$ cat src/rtl/tetris_pkg.sv
`default_nettype none
// ============================================================================
// Module   : tetris_pkg
// Purpose  : Shared playfield geometry, row types and the line_clear state
//            encoding.
// Revision : 1.0 - initial release
// ============================================================================
package tetris_pkg;

  localparam int ROWS = 20;  // playfield height, row 0 = top
  localparam int COLS = 10;  // playfield width = bits per row word

  typedef logic [$clog2(ROWS)-1:0] row_idx_t;
  typedef logic [COLS-1:0]         row_word_t;

  localparam row_word_t FULL_ROW  = '1;
  localparam row_word_t EMPTY_ROW = '0;

  typedef enum logic [2:0] {
    LC_IDLE  = 3'd0,
    LC_READ  = 3'd1,
    LC_CHECK = 3'd2,
    LC_FILL  = 3'd3,
    LC_DONE  = 3'd4,
    LC_HOLD  = 3'd5
  } lc_state_t;

endpackage : tetris_pkg
`default_nettype wire

$ cat src/rtl/line_clear.sv
`default_nettype none
// ============================================================================
// Module   : line_clear
// Purpose  : CLEAR phase of the game loop. Scans the board bottom-to-top,
//            drops every full row, compacts surviving rows downward and
//            zero-fills the vacated rows at the top.
// Ports    : clka          - clock, all state on rising edge
//            restart_n     - asynchronous active-low reset
//            start_clear   - level request from the main controller
//            rd_row        - board read address (data returns 1 cycle later)
//            rd_data       - board read data
//            wr_en/wr_row/wr_data - board write port, one row per cycle
//            busy          - high from accepted start through done
//            done          - one-cycle completion pulse
//            lines_cleared - rows removed by the last operation
// Revision : 1.0 - initial release
// ============================================================================
module line_clear
  import tetris_pkg::*;
#(
  parameter int ROWS  = tetris_pkg::ROWS,
  parameter int COLS  = tetris_pkg::COLS,
  parameter int ROW_W = $clog2(ROWS),
  parameter int CNT_W = $clog2(ROWS + 1)
) (
  input  logic             clka,
  input  logic             restart_n,
  input  logic             start_clear,
  output logic [ROW_W-1:0] rd_row,
  input  logic [COLS-1:0]  rd_data,
  output logic             wr_en,
  output logic [ROW_W-1:0] wr_row,
  output logic [COLS-1:0]  wr_data,
  output logic             busy,
  output logic             done,
  output logic [CNT_W-1:0] lines_cleared
);

  localparam logic [ROW_W-1:0] LAST_ROW = ROW_W'(ROWS - 1);
  localparam logic [CNT_W-1:0] MAX_CNT  = CNT_W'(ROWS);

  lc_state_t        r_state, w_state_nx;
  logic [ROW_W-1:0] r_src,   w_src_nx;
  logic [ROW_W-1:0] r_dst,   w_dst_nx;
  logic [CNT_W-1:0] r_count, w_count_nx;
  logic [CNT_W-1:0] r_lines, w_lines_nx;
  logic             w_full;

  // The read address is simply the source pointer; in READ it points at the
  // row whose data arrives during the following CHECK cycle.
  assign rd_row        = r_src;
  assign lines_cleared = r_lines;
  assign w_full        = &rd_data;

  always_ff @(posedge clka or negedge restart_n) begin
    if (!restart_n) begin
      r_state <= LC_IDLE;
      r_src   <= '0;
      r_dst   <= '0;
      r_count <= '0;
      r_lines <= '0;
    end else begin
      r_state <= w_state_nx;
      r_src   <= w_src_nx;
      r_dst   <= w_dst_nx;
      r_count <= w_count_nx;
      r_lines <= w_lines_nx;
    end
  end

  always_comb begin
    w_state_nx = r_state;
    w_src_nx   = r_src;
    w_dst_nx   = r_dst;
    w_count_nx = r_count;
    w_lines_nx = r_lines;
    wr_en      = 1'b0;
    wr_row     = '0;
    wr_data    = '0;
    busy       = 1'b0;
    done       = 1'b0;

    case (r_state)
      LC_IDLE: begin
        if (start_clear) begin
          w_src_nx   = LAST_ROW;
          w_dst_nx   = LAST_ROW;
          w_count_nx = '0;
          w_lines_nx = '0;
          w_state_nx = LC_READ;
        end
      end

      LC_READ: begin
        busy       = 1'b1;
        w_state_nx = LC_CHECK;
      end

      LC_CHECK: begin
        busy = 1'b1;
        if (w_full) begin
          // dst stays put: the full row's slot will be refilled from above.
          if (r_count != MAX_CNT) begin
            w_count_nx = r_count + CNT_W'(1);
          end
        end else begin
          // Rows below the first full row are already in place.
          if (r_src != r_dst) begin
            wr_en   = 1'b1;
            wr_row  = r_dst;
            wr_data = rd_data;
          end
          if (r_dst != '0) begin
            w_dst_nx = r_dst - ROW_W'(1);
          end
        end

        if (r_src == '0) begin
          if (w_count_nx != '0) begin
            w_state_nx = LC_FILL;
          end else begin
            w_lines_nx = w_count_nx;
            w_state_nx = LC_DONE;
          end
        end else begin
          w_src_nx   = r_src - ROW_W'(1);
          w_state_nx = LC_READ;
        end
      end

      LC_FILL: begin
        // dst sits at count-1 here (or ROWS-1 when every row was full),
        // so walking down to row 0 writes exactly count empty rows.
        busy    = 1'b1;
        wr_en   = 1'b1;
        wr_row  = r_dst;
        wr_data = '0;
        if (r_dst == '0) begin
          w_lines_nx = r_count;
          w_state_nx = LC_DONE;
        end else begin
          w_dst_nx = r_dst - ROW_W'(1);
        end
      end

      LC_DONE: begin
        busy       = 1'b1;
        done       = 1'b1;
        w_state_nx = LC_HOLD;
      end

      LC_HOLD: begin
        // Wait for the controller to drop its level so one request
        // yields exactly one operation.
        if (!start_clear) begin
          w_state_nx = LC_IDLE;
        end
      end

      default: begin
        w_state_nx = LC_IDLE;
      end
    endcase
  end

endmodule : line_clear
`default_nettype wire

$ cat config.mk
export PLATFORM = sky130hd
export DESIGN_NAME = line_clear
export DESIGN_NICKNAME = d
export VERILOG_FILES = /design/src/rtl/tetris_pkg.sv /design/src/rtl/line_clear.sv
export SDC_FILE = /design/constraint.sdc
export NUM_CORES = 1
export LEC_CHECK = 0
export CAP_MARGIN = 20
export CELL_PAD_IN_SITES_DETAIL_PLACEMENT = 1
export CELL_PAD_IN_SITES_GLOBAL_PLACEMENT = 1
export CORE_MARGIN = 1
export CORE_UTILIZATION = 34
export CTS_CLUSTER_SIZE = 24
export DETAILED_ROUTE_END_ITERATION = 8
export GPL_ROUTABILITY_DRIVEN = 1
export PLACE_DENSITY = 0.88
export SYNTH_ARGS = -nofsm -noshare
export SYNTH_HDL_FRONTEND = slang
export SYNTH_SLANG_ARGS = --single-unit
$ cat constraint.sdc
create_clock -name clka -period 1.9 [get_ports clka]
set_clock_uncertainty 0.1 [all_clocks]
set_input_delay 0.38 -clock clka [delete_from_list [all_inputs] [get_ports clka]]
set_output_delay 0.38 -clock clka [all_outputs]
set_load 0.02 [all_outputs]
Word level (Yosys, flattened, before mapping)
Index checks and enable logic that the tools add are counted.

word-level totals
  output and inout port bits = 28
  input bits = 13
  register bits after elaboration = 23
  word-level logic and storage cells = 71

operators by class
  equal/unequal tests = 16
  reduce and logical (&&, ||, !) cells = 14
  add/subtract/negate cells = 3
  multiplexer cells = 33

operators by type and width
  operator               number
  $mux W5                14
  $mux W10               3
  $pmux W5 S2            3
  $pmux W5 S3            2
  $ne A2 B2 Y1 const B   9
  $pmux W3 S6            1
  $mux W3                5
  $logic_not A5 Y1       2
  $reduce_and A10 Y1     1
  $reduce_and A5 Y1      2
  $reduce_bool A5 Y1     2
  $sub A5 B1 Y5 const B  2
  $eq A3 B2 Y1 const B   2
  $eq A3 B3 Y1 const B   2
  $reduce_and A3 Y1      2
  $add A5 B1 Y5 const B  1
  $ne A5 B5 Y1           1
  $ne A5 B5 Y1 const B   1
  $mux W1                4
  $reduce_or A4 Y1       1
  $eq A3 B1 Y1 const B   1
  $logic_not A3 Y1       1
  $reduce_bool A3 Y1     1
  $pmux W1 S2            1
  other kinds (2)        2

Depth between registers and ports, before layout
  depth after elaboration = 8
  mapped depth = 8

Worst setup path after synthesis
Ideal clock, no wire load.

  path kind = reg-to-output
  start = register r_state[0]
  end = output port wr_row[0]
  cell stages (with the launch flop) = 8
  data arrival time = 1.786 ns
  path buffers = 2
  required time = 1.420 ns
  path slack = -0.366 ns
  path through = dfrtp_1 buf_2 nor3b_1 o31ai_1 a31oi_1 clkbuf_1 nor2_1 nor2_1

on the way
  word-level cells in the longest chain between the ends = 2

RTL lines
  what                      line              text
  start: declaration        line_clear.sv:42  lc_state_t r_state, w_state_nx;
  start signal: assignment  line_clear.sv:63  r_state <= w_state_nx;
  $eq A3 B2 Y1              line_clear.sv:83  case (r_state)
  $pmux W5 S2 *             line_clear.sv:83
  end: declaration          line_clear.sv:32  output logic [ROW_W-1:0] wr_row,

Mark *: on every way between the ends. The rest lies on a longest branch, timed or not.

Worst setup path in the final report
  start = register r_state[2]
  end = output port wr_data[6]

on the way
  word-level cells in the longest chain between the ends = 2

RTL lines
  what              line              text
  $eq A3 B2 Y1      line_clear.sv:83
  $mux W10          line_clear.sv:83
  end: declaration  line_clear.sv:33  output logic [COLS-1:0] wr_data,

No other way between the ends.

==> key figures <==
Run status
  • Outcome: finished with violations
  • Failing checks: negative setup slack

Routing
  • Antenna viol nets, final: 0
  • WL final: 9.40 mm
  • Remaining DRCs: 0
  • DRT iter0 DRCs: 106
  • DR vias: 2283
  • Via-per-instance ratio: 5.84
  • Detailed-router iteration count before antenna repair: 4
  • Routed WL per cell: 24.0 um

Final layout
  • Fin area: 0.00334 mm^2
  • Multi-input gate area: 0.00148 mm^2
  • Most frequent cells in the layout: buf_4 (71), buf_6 (28), dfrtp_1 (19)
  • Sequential Area: 581 um^2
  • Most common cell after layout, fill and taps aside: buf_4
  • Fillers: 587
  • Share of cells above drive strength 1: 57.3%
  • Post-Layout Cell Count: 391
  • Layout area overhead: 83.0%
  • Layout Nets: 341
  • Antenna cells: 0

GRT
  • Vias in the first global route: 2626
  • Initial antenna violation count: 0
  • First-pass GRT wire length: 13.8 mm
  • GRT Util Overall: 33.6%
  • Largest net degree at the start of global routing: 24
  • GRT overflow: 0

STA
  • RSZ-0062 raised after global routing: yes
  • Worst Tran Pin Value: 0.509 ns
  • Final TNS setup: -10.06 ns
  • Final min period: 2.40 ns
  • Final Hold Fails: 0
  • Peak Freq: 416 MHz
  • Setup violators final: 37
  • Crit share post-route: 126%
  • Slew Limit Headroom: 65.6%
  • Final WS setup: -0.503 ns
  • Final hold slack: 0.371 ns
  • Final Slew Violations: 0

Clock tree
  • Post-CTS Hold Buffers: 0
  • CTS Sinks: 23
  • Clock Tree Buf Depth: 2
  • CTS tree: yes
  • Clock-pin slew of the registers on the worst-case setup and hold paths: 0.10 ns
  • CTS Buf Count: 3
  • # H-tree levels: 1
  • Clk_lat worst skew: 0.27 ns
  • Clk root buf: clkbuf_8

Synth
  • Syn_area_per_cell: 8.94 um^2
  • Yosys Warn Count: 0
  • EDFF count, synth: 0
  • Compound-Gate Fraction of Synth Area: 17.1%
  • Main combinational cell family by area after synthesis: simple AND/OR/NAND/NOR gates
  • Yosys reg bits: 23
  • Fraction of registers with async set/reset: 100%
  • Seq/Total Area, Yosys: 31.6%
  • Simple-Gate Fraction of Synth Area: 29.7%
  • Syn_nets: 223
  • Main flop type after synthesis: dfrtp_1
  • Yosys cell types: 56
  • Post-Syn Area: 0.00182 mm^2
  • Adder-cell share of the synthesized area: 4.66%
  • Post-synthesis mux area share: 6.45%
  • Synth Instances: 204
  • Area share of xor/xnor cells in the synthesized design: 4.80%

Worst setup path
  • Crit path kind: flip-flop to primary output
  • CP max stage cell: dfrtp_1
  • CP max stage delay: 0.42 ns
  • CP Launch Type: flip-flop
  • Critical Path, Cell by Cell: nor3b_4, o31ai_4, a31oi_4, buf_4, and2_2, buf_4
  • WP data arrival: 1.92 ns
  • Worst setup EP type: primary output
  • CP most frequent cell: buf_4
  • Crit Path Max Fanout: 5
  • CP required: 1.42 ns

Run
  • Maxcap violations: 0

Floorplanning
  • # rows: 26
  • I/O pins: 41
  • Die Y: 75.3 um
  • Area of the core: 0.00514 mm^2
  • Die area: 0.00566 mm^2
  • Die Wd: 75.3 um
  • Initial Util: 35.5%

Placed design
  • Routability cong.: 0.790
  • Placed Cells: 365
  • Cell Area, Placed: 0.00280 mm^2
  • PortBufs: 40
  • Final HPWL DP: 5.13 mm

Pwr
  • Peak VDD IR: 0.850 mV
  • LEAKAGE: 1.45 nW
  • Pwr dens: 1370 mW/mm^2

Worst hold path
  • Hold/Removal Path Class: input pin to async pin
-- final timing paths --
| check | cells after the start | from | end | slack (ns) |
|---|---|---|---|---|
| min in group clka | 2 | lines_cleared[3]$_DFFE_PN0P_ | lines_cleared[3]$_DFFE_PN0P_ | 0.43 |
| setup reg to reg | 7 | rd_row[1]$_DFFE_PN0P_ | lines_cleared[1]$_DFFE_PN0P_ | -0.34 |
| setup / recovery | 6 | r_state[2]$_DFFE_PN0P_ | wr_data[6] | -0.50 |
| hold reg to reg | 2 | lines_cleared[3]$_DFFE_PN0P_ | lines_cleared[3]$_DFFE_PN0P_ | 0.43 |
| hold / removal | 2 | restart_n | r_count[3]$_DFFE_PN0P_ | 0.37 |
| max in group asynchronous | 2 | restart_n | rd_row[1]$_DFFE_PN0P_ | 1.04 |
-- worst max-delay path: cells and delay by family, from the launching register on --
kind	cells	cell delay, ns
AO/OA/AOI/OAI	2	0.40
buffers and inverters	2	0.33
flip-flops	1	0.42
AND/OR/NAND/NOR	2	0.50
-- where the power goes --
part           total [mW]  internal (mW)  switching (mW)
sequential          0.751          0.628           0.123
combinational        3.49           1.66            1.83
clock               0.329          0.147           0.182
-- registers in the layout, indices dropped and copies added, names as in the netlist --
signal         cells
lines_cleared      5
r_count            5
r_dst              5
rd_row             5
r_state            3
-- routing by layer --
layer / vias to the layer above / GRT usage, % / share of wire [%]
met5: - / 0 / 0
met4: 0 / 21.2 / 7.0
met3: 57 / 6.43 / 3.5
met2: 100 / 64.2 / 54
met1: 1140 / 33.2 / 36
li1: 986 / - / -
-- kinds of logic after synthesis --
kind of cell,Yosys count
fa+ha+maj,7
simple gates,86
buf+inv,25
flops,23
mux,10
compound gates,43
xor+xnor,10
-- stage by stage --
stage | total power, mW | worst slack [ns] | util, %
2_1_floorplan | 2.14 | -0.244 | -
3_3_place_gp | 3.28 | -0.864 | 54.4
3_5_place_dp | 3.41 | -0.932 | 54.4
4_1_cts | 4.12 | -0.354 | 61.7
5_1_grt | 4.75 | -0.506 | 64.9
6_report | 4.57 | -0.503 | 64.9
-- cell type report --
cell class                      instances  area share (%)
Clock buffer                            3            1.24
Clock inverter                          1           0.150
Inverter                               14            1.72
Multi-Input combinational cell        156            44.3
Sequential cell                        23            17.4
Tap cell                               70            2.62
Timing Repair Buffer                  124            32.6
-- cell usage after synthesis (2+ instances only) --
| cell type | instances | area, um^2 |
|---|---|---|
| a32o_1 | 2 | 20.0 |
| and2_1 | 16 | 100 |
| ha_1 | 6 | 75.1 |
| dfrtp_1 | 23 | 576 |
| or4_1 | 3 | 22.5 |
| nor4b_1 | 2 | 17.5 |
| nand3_1 | 7 | 35.0 |
| nor3_1 | 5 | 25.0 |
| xnor2_1 | 6 | 52.6 |
| and4_1 | 3 | 26.3 |
| buf_2 | 5 | 25.0 |
| nand4_1 | 4 | 25.0 |
| nor4_1 | 4 | 25.0 |
| and3_1 | 2 | 12.5 |
| nand2_1 | 13 | 48.8 |
| a21boi_0 | 2 | 15.0 |
| o21ai_0 | 6 | 30.0 |
| xor2_1 | 4 | 35.0 |
| mux2_2 | 4 | 45.0 |
| nor2_1 | 11 | 41.3 |
| or3_1 | 3 | 18.8 |
| a21oi_1 | 8 | 40.0 |
| mux2i_1 | 5 | 50.1 |
| clkbuf_1 | 5 | 18.8 |
| a31oi_1 | 5 | 31.3 |
| inv_1 | 13 | 48.8 |
| o211ai_1 | 2 | 15.0 |
| a222oi_1 | 2 | 20.0 |
| nor4b_2 | 2 | 30.0 |
| o31ai_1 | 5 | 37.5 |
-- timing repair --
action                     CTS  global route
buffers inserted            16             8
setup endpoints to repair   39            39
gates resized for setup    161            38
pin swaps                   23            15
cloned                       1             0
No activity file was read; power rests on OpenSTA's default activity.
